<file path="src/rtl/data_bus_arbiter_pkg.sv">
// Shared constants for the data-bus arbiter: owner encodings, read marker, hold default.
package data_bus_arbiter_pkg;

  localparam logic [1:0] OWNER_IDLE = 2'b00;
  localparam logic [1:0] OWNER_M0   = 2'b01;
  localparam logic [1:0] OWNER_M1   = 2'b10;

  localparam logic [3:0] BYTEEN_READ = 4'b0000;

  localparam int unsigned MAX_HOLD_DEFAULT = 4;
  localparam int unsigned HOLD_W           = 4;

  typedef enum logic [1:0] {
    StIdle = OWNER_IDLE,
    StOwn0 = OWNER_M0,
    StOwn1 = OWNER_M1
  } own_state_e;

endpackage

</file>
<file path="src/rtl/data_bus_arbiter_hold_counter.sv">
// Saturating starvation counter: counts M0 wins while M1 waits, flags when M1 is owed a slot.
module arb_hold_counter
  import data_bus_arbiter_pkg::*;
#(
  parameter int unsigned MaxHold = MAX_HOLD_DEFAULT
) (
  input  logic clk_i,
  input  logic rst_ni,
  input  logic inc_i,
  input  logic clr_i,
  output logic at_max_o
);

  localparam logic [HOLD_W-1:0] MaxCnt = HOLD_W'(MaxHold);

  logic [HOLD_W-1:0] cnt_d, cnt_q;

  always_comb begin
    cnt_d = cnt_q;
    if (clr_i) begin
      cnt_d = '0;
    end else if (inc_i && (cnt_q != MaxCnt)) begin
      cnt_d = cnt_q + 1'b1;
    end
  end

  always_ff @(posedge clk_i or negedge rst_ni) begin
    if (!rst_ni) begin
      cnt_q <= '0;
    end else begin
      cnt_q <= cnt_d;
    end
  end

  assign at_max_o = (cnt_q == MaxCnt);

endmodule

</file>
<file path="src/rtl/data_bus_arbiter.sv">
// Two-master arbiter in front of the bridge data port: CPU-first with bounded M1 starvation,
// and a one-deep read-owner pipeline steering late read data back to the requester.
module data_bus_arbiter
  import data_bus_arbiter_pkg::*;
#(
  parameter int unsigned ADDR_W   = 32,
  parameter int unsigned DATA_W   = 32,
  parameter int unsigned MAX_HOLD = MAX_HOLD_DEFAULT
) (
  input  logic              clk_i,
  input  logic              rst_ni,
  input  logic              m0_req_i,
  input  logic [ADDR_W-1:0] m0_addr_i,
  input  logic [DATA_W-1:0] m0_wdata_i,
  input  logic [3:0]        m0_byteen_i,
  output logic              m0_gnt_o,
  output logic              m0_rvalid_o,
  output logic [DATA_W-1:0] m0_rdata_o,
  input  logic              m1_req_i,
  input  logic [ADDR_W-1:0] m1_addr_i,
  input  logic [DATA_W-1:0] m1_wdata_i,
  input  logic [3:0]        m1_byteen_i,
  output logic              m1_gnt_o,
  output logic              m1_rvalid_o,
  output logic [DATA_W-1:0] m1_rdata_o,
  output logic [ADDR_W-1:0] s_addr_o,
  output logic [DATA_W-1:0] s_wdata_o,
  output logic [3:0]        s_byteen_o,
  input  logic [DATA_W-1:0] s_rdata_i,
  output logic [1:0]        owner_o
);

  logic       hold_at_max;
  logic       gnt0, gnt1;
  own_state_e state_d, state_q;
  logic       rd_pend_d, rd_pend_q;
  logic       rd_owner_d, rd_owner_q;

  // M1 takes the slot when alone or when M0 has starved it MAX_HOLD times.
  assign gnt1 = m1_req_i & (~m0_req_i | hold_at_max);
  assign gnt0 = m0_req_i & ~gnt1;

  assign m0_gnt_o = gnt0;
  assign m1_gnt_o = gnt1;

  arb_hold_counter #(
    .MaxHold (MAX_HOLD)
  ) u_hold_counter (
    .clk_i    (clk_i),
    .rst_ni   (rst_ni),
    .inc_i    (gnt0 & m1_req_i),
    .clr_i    (gnt1 | ~m1_req_i),
    .at_max_o (hold_at_max)
  );

  always_comb begin
    s_addr_o   = '0;
    s_wdata_o  = '0;
    s_byteen_o = '0;
    if (gnt0) begin
      s_addr_o   = m0_addr_i;
      s_wdata_o  = m0_wdata_i;
      s_byteen_o = m0_byteen_i;
    end else if (gnt1) begin
      s_addr_o   = m1_addr_i;
      s_wdata_o  = m1_wdata_i;
      s_byteen_o = m1_byteen_i;
    end
  end

  // Owner FSM: state register / next state / output.
  always_ff @(posedge clk_i or negedge rst_ni) begin
    if (!rst_ni) begin
      state_q <= StIdle;
    end else begin
      state_q <= state_d;
    end
  end

  always_comb begin
    state_d = StIdle;
    if (gnt0) begin
      state_d = StOwn0;
    end else if (gnt1) begin
      state_d = StOwn1;
    end
  end

  always_comb begin
    owner_o = OWNER_IDLE;
    unique case (state_q)
      StOwn0:  owner_o = OWNER_M0;
      StOwn1:  owner_o = OWNER_M1;
      default: owner_o = OWNER_IDLE;
    endcase
  end

  // Read response pipeline.
  assign rd_pend_d  = (gnt0 | gnt1) & (s_byteen_o == BYTEEN_READ);
  assign rd_owner_d = gnt1;

  always_ff @(posedge clk_i or negedge rst_ni) begin
    if (!rst_ni) begin
      rd_pend_q  <= 1'b0;
      rd_owner_q <= 1'b0;
    end else begin
      rd_pend_q  <= rd_pend_d;
      rd_owner_q <= rd_owner_d;
    end
  end

  assign m0_rvalid_o = rd_pend_q & ~rd_owner_q;
  assign m1_rvalid_o = rd_pend_q & rd_owner_q;
  assign m0_rdata_o  = m0_rvalid_o ? s_rdata_i : '0;
  assign m1_rdata_o  = m1_rvalid_o ? s_rdata_i : '0;

endmodule

</file>
<file path="config.mk">
export PLATFORM = sky130hd
export DESIGN_NAME = data_bus_arbiter
export DESIGN_NICKNAME = d
export VERILOG_FILES = /design/src/rtl/data_bus_arbiter_pkg.sv /design/src/rtl/data_bus_arbiter_hold_counter.sv /design/src/rtl/data_bus_arbiter.sv
export SDC_FILE = /design/constraint.sdc
export NUM_CORES = 1
export LEC_CHECK = 0
export BUFFER_PORTS_ARGS = -buffer_cell sky130_fd_sc_hd__clkbuf_2
export CAP_MARGIN = 10
export CORE_AREA = 2 2 120 122
export DETAILED_ROUTE_END_ITERATION = 10
export DIE_AREA = 0 0 122 124
export PLACE_DENSITY_LB_ADDON = 0.25
export SYNTH_ARGS = -nofsm -noshare
export SYNTH_HDL_FRONTEND = slang
export SYNTH_HIERARCHICAL = 1
export SYNTH_SLANG_ARGS = --single-unit
</file>
<file path="constraint.sdc">
create_clock -name clk_i -period 6.3 [get_ports clk_i]
set_clock_uncertainty 0.05 [all_clocks]
set_input_delay 0.315 -clock clk_i [delete_from_list [all_inputs] [get_ports clk_i]]
set_output_delay 0.315 -clock clk_i [all_outputs]
set_load 0.01 [all_outputs]
</file>
Word level (Yosys, flattened, before mapping)
Index checks and enable logic that the tools add are counted.
{ "totals": {"regBits": 8, "inputBits": 172, "wordCells": 38, "romBits": 0, "latchBits": 0, "output_inout_bits": 138, "memories": 0, "mem_bits_rw": 0} }
{ "classes": {"n_mux": 13, "n_eq_ne": 4, "addsub": 1, "n_bitwise": 13, "n_mul": 0, "shifts": 0, "reduce_logical": 3, "magnitude_cmp": 0, "n_div": 0} }
{ "op_table": {"columns": ["op", "count"], "rows": [
  ["32-bit 2-to-1 mux", 6],
  ["4-bit 2-to-1 mux", 4],
  ["1-bit bitwise AND", 6],
  ["4-bit by 1-bit adder with 4-bit output (second input constant)", 1],
  ["4-bit by 3-bit equality test with 1-bit output (second input constant)", 1],
  ["4-bit logical NOT", 1],
  ["2-bit 2-to-1 mux", 2],
  ["4-bit by 3-bit inequality test with 1-bit output (second input constant)", 1],
  ["1-bit NOT", 4],
  ["2-bit case mux with 2 select lines", 1],
  ["1-bit OR", 3],
  ["2-bit by 1-bit equality test with 1-bit output (second input constant)", 1],
  ["2-bit equality test (second input constant)", 1],
  ["2-bit nonzero test", 1],
  ["1-bit logical AND", 1]
]} }

Longest topological paths before layout
{ "depth": {"ltp_word": 9, "mapped_depth": 11, "mapped_depth_nobuf": 10} }

Hierarchy
The synthesis kept the hierarchy.
{ "by_module_without_submodules": {"columns": ["module", "seq_area_each_um2", "area_per_inst_um2", "cells_per_inst", "instances"], "rows": [
  ["data_bus_arbiter", 100.1, 1554.0, 309, 1],
  ["arb_hold_counter", 100.1, 234.0, 24, 1]
]} }

Least setup slack after synthesis
No wires, ideal clock.
{ "synth_path": {"path_type": "flip-flop to output port", "from": "reg u_hold_counter.cnt_q[0]", "to": "out s_wdata_o[26]", "stages_incl_launch_ff": 12, "arrival_time_ns": 1.878, "t_required_ns": 5.935, "slack_ns": 4.057, "n_path_buf": 3, "cell_sequence": "dfrtp_1 -> inv_1 -> ha_1 -> nand3b_4 -> inv_2 -> nand2b_1 -> and2_1 -> buf_2 -> buf_6 -> clkbuf_1 -> nand2_1 -> o21ai_1"} }
{ "synth_via": {"elab_chain_len": 6, "elab_cells_between_ends": 7, "cone_classes": "1 x eq/ne; 2 x mux; 4 x bitwise"} }
{ "synth_lines": {"columns": ["element", "line_no", "text"], "rows": [
  ["start: declaration", "data_bus_arbiter_hold_counter.sv:16", "logic [HOLD_W-1:0] cnt_d, cnt_q;"],
  ["start signal: assignment", "data_bus_arbiter_hold_counter.sv:31", "cnt_q <= cnt_d;"],
  ["4-bit by 3-bit equality test with 1-bit output (*)", "data_bus_arbiter_hold_counter.sv:35", "assign at_max_o = (cnt_q == MaxCnt);"],
  ["net hold_at_max", "data_bus_arbiter.sv:33", "logic hold_at_max;"],
  ["1-bit OR (*)", "data_bus_arbiter.sv:40", "assign gnt1 = m1_req_i & (~m0_req_i | hold_at_max);"],
  ["1-bit bitwise AND (*)", "data_bus_arbiter.sv:40", null],
  ["net m1_gnt_o", "data_bus_arbiter.sv:23", "output logic m1_gnt_o,"],
  ["1-bit NOT", "data_bus_arbiter.sv:41", "assign gnt0 = m0_req_i & ~gnt1;"],
  ["1-bit bitwise AND", "data_bus_arbiter.sv:41", null],
  ["32-bit 2-to-1 mux (*)", "data_bus_arbiter.sv:60", "if (gnt0) begin"],
  ["end: declaration", "data_bus_arbiter.sv:27", "output logic [DATA_W-1:0] s_wdata_o,"]
]} }
The timed path passes the listed nets; every way through them passes the cells marked *.

Worst setup path in the final report
{ "layout_path": {"from": "reg u_hold_counter.cnt_q[0]", "to": "out s_addr_o[1]"} }
{ "layout_via": {"elab_chain_len": 6, "elab_cells_between_ends": 7, "cone_classes": "1 x eq/ne; 2 x mux; 4 x bitwise"} }
{ "layout_lines": {"columns": ["element", "line_no", "text"], "rows": [
  ["4-bit by 3-bit equality test with 1-bit output (*)", "data_bus_arbiter_hold_counter.sv:35", null],
  ["net hold_at_max", "data_bus_arbiter.sv:33", null],
  ["1-bit OR (*)", "data_bus_arbiter.sv:40", null],
  ["1-bit bitwise AND (*)", "data_bus_arbiter.sv:40", null],
  ["1-bit NOT", "data_bus_arbiter.sv:41", null],
  ["1-bit bitwise AND", "data_bus_arbiter.sv:41", null],
  ["32-bit 2-to-1 mux (*)", "data_bus_arbiter.sv:60", null],
  ["end: declaration", "data_bus_arbiter.sv:26", "output logic [ADDR_W-1:0] s_addr_o,"]
]} }
Marks and branches as above.

==> out/results.txt <==
outcome = completed
worst r2r src = u_hold_counter/cnt_q[0]$_DFFE_PN0P_
Antenna Cells = 0
r2r worst-path depth = 9
I/O pins = 310
Port Buffer Count = 309
setup TNS = 0 ns
H-tree lvl count = 1
syn_nets = 507
hold endpoint = state_q[1]$_DFF_PN0_
die area = 15100 sq um
period utilisation layout = 0.514
GRT Overall Usage = 0.132
minimum clock period after layout = 3.24 ns
Area Overhead vs Synth = 98.7%
CTS Buffer Depth = 2
wirelength, routed = 11200 um
fillers = 1639
Hold Path Class = in2reg
register area share after synthesis = 0.112
final hold viol count = 0
R2R Path End = rd_pend_q$_DFF_PN0_
drt wl/cell = 14.0 um
Syn. warnings = 6
Min-Delay Startpoint = m1_req_i
Critical Path Start Type = register
crit end category = output pin
first-pass GRT wire length = 15700 um
critical path arrival = 2.87 ns
Power Density = 103 nW/um^2
Post-Syn Instances = 333
Worst Max-Slew Pin Slew = 0.887 ns
site row count = 43
RSZ-0062 raised after global routing = false
Worst-Skew Late Latency = 0.23 ns
number of global-route vias before repair = 2907
nets@finish = 795
MaxCap Viol Count = 0
Post-CTS Resized = 0
PnR worst setup slack = 3.06 ns
hold depth = 2
vias post-DR = 3174
number of synthesized register bits = 8
hpwl dp = 9670 um
TritonRoute pass-1 iters = 4
Syn Area/Cell = 5.37 sq um
# DRC = 0
hold buffer count at CTS = 1
initial antenna violation count = 0
gpl congestion = 0.817
core area = 13700 sq um
GR Overflow Total = 0
Final setup viols = 0
clk sinks = 8
VDD IR max = 0.0000527 V
CP required = 5.93 ns
r2r setup slk = 3.61 ns
Netlist cell types = 28
Slew headroom = 0.407
die span in y = 124 um
highest clock rate = 0.309 GHz
pre-CTS setup slack = 3.26 ns
mapped cell area = 1790 sq um
Die X = 122 um
Initial Util = 0.130
layout cell share with drive strength beyond 1 = 0.522
CTS clk-pin slew, worst paths = 0.04 ns
pins over their slew limit = 0
initial DRC count = 80
cts bufs inserted = 3
leakage power = 2.21 nW
kind of critical path = reg2out
Post-CTS Setup Bufs = 0
Avg Vias per Cell = 3.97
largest net degree at the start of global routing = 76
TritonCTS clock tree = done
CTS root buffer = clkbuf_16
Crit Path Max Fanout = 75
Post-DRT Antenna Nets = 0
worst max-delay path, stage by stage (launching register included):
cell and delay (ns):
dfrtp_1 0.38, inv_1 0.10, ha_1 0.19, nand3b_4 0.11, inv_2 0.09, nand2b_1 0.15
and2_4 0.50, buf_4 0.62, nand2_1 0.17, o21ai_0 0.12, clkbuf_2 0.16
layout make-up:
cell class	count	area (sq um)	area share
well taps	180	225	0.0634
multi-input cells	289	1450	0.407
flip-flops and latches	8	200	0.0564
clock buffers	3	75.1	0.0211
repair buffers	314	1590	0.447
inverters	5	18.8	0.00528
per-stage QoR:
stage                     std cells  cell area (sq um)  total power (W)   util  hold WS, ns
final                           799               3550         0.000366  0.259        0.332
after floorplan                 333               1790         0.000146      -      -0.0306
after CTS                       799               3550         0.000372  0.259        0.340
after detailed placement        795               3470         0.000265  0.253        0.125
after global placement          795               3470         0.000265  0.253        0.124
after global routing            799               3550         0.000397  0.259        0.361
layer usage:
metal | vias up | wire [um] | global-route usage
met2 | 195 | 5730 | 0.254
met3 | 4 | 1220 | 0.0357
li1 | 1663 | - | -
met1 | 1312 | 4200 | 0.149
met5 | - | 0 | 0
met4 | 0 | 47 | 0.0172
cell usage in the layout (no fill, tap or decap), types with 2 or more instances in the layout:
cell / count
o21ai_1: 9
inv_1: 4
clkbuf_2: 309
ha_1: 2
dfrtp_1: 8
clkbuf_16: 3
nand3_1: 3
a22o_1: 3
and3_1: 32
o21ai_0: 55
nor2_1: 2
and2_1: 34
a21oi_1: 4
a21o_2: 2
buf_4: 4
nor2b_1: 3
nand2_1: 129
cells by family (layout without fill, tap and decap cells):
group,Yosys count,in the layout,synth area share
buffers and inverters,36,322,0.0805
DFF,8,8,0.112
and+or+nand+nor,211,211,0.563
AOI/OAI and AO/OA,76,76,0.230
adders and majority gates,2,2,0.0140
sequential cells by signal, summed over array words and instances (netlist names):
name	cells
u_hold_counter/cnt_q	4
rd_pend_q	1
state_q	2
rd_owner_q	1
synthesized netlist by cell type (all sizes together):
master  count  area share
a21boi      1      0.0042
a21o        2      0.0098
a21oi       4       0.011
a221o       1      0.0056
a22o        3       0.015
a32o        1      0.0056
and2       35        0.12
and3       32        0.11
buf         2      0.0091
clkbuf     29       0.061
dfrtp       8        0.11
ha          2       0.014
inv         5       0.010
nand2     129        0.27
nand2b      1      0.0035
nand3       3      0.0084
nand3b      1       0.011
nand4       1      0.0035
nor2        2      0.0042
nor2b       3       0.010
nor3        1      0.0028
nor4        1      0.0070
o21ai      64        0.18
or2         1      0.0035
or3         1      0.0035
worst max-delay path by stage:
stage	from	end	slack, ns	depth (start not counted)
2_1_floorplan	u_hold_counter/cnt_q[0]$_DFFE_PN0P_	s_wdata_o[26]	4.06	11
3_3_place_gp	u_hold_counter/cnt_q[0]$_DFFE_PN0P_	s_addr_o[1]	3.26	10
3_5_place_dp	u_hold_counter/cnt_q[0]$_DFFE_PN0P_	s_addr_o[24]	3.26	9
4_1_cts	u_hold_counter/cnt_q[0]$_DFFE_PN0P_	s_addr_o[1]	3.02	10
5_1_grt	u_hold_counter/cnt_q[0]$_DFFE_PN0P_	s_addr_o[1]	2.78	10
6_report	u_hold_counter/cnt_q[0]$_DFFE_PN0P_	s_addr_o[1]	3.06	10
power by group:
part / switching [W] / leakage, nW / internal, W
clock network: 0.0000248 / 0.0370 / 0.0000818
logic: 0.000111 / 2.07 / 0.0000924
registers: 0.00000314 / 0.106 / 0.0000533
total: 0.000139 / 2.21 / 0.000228
Power figures use the tool's default switching activity.
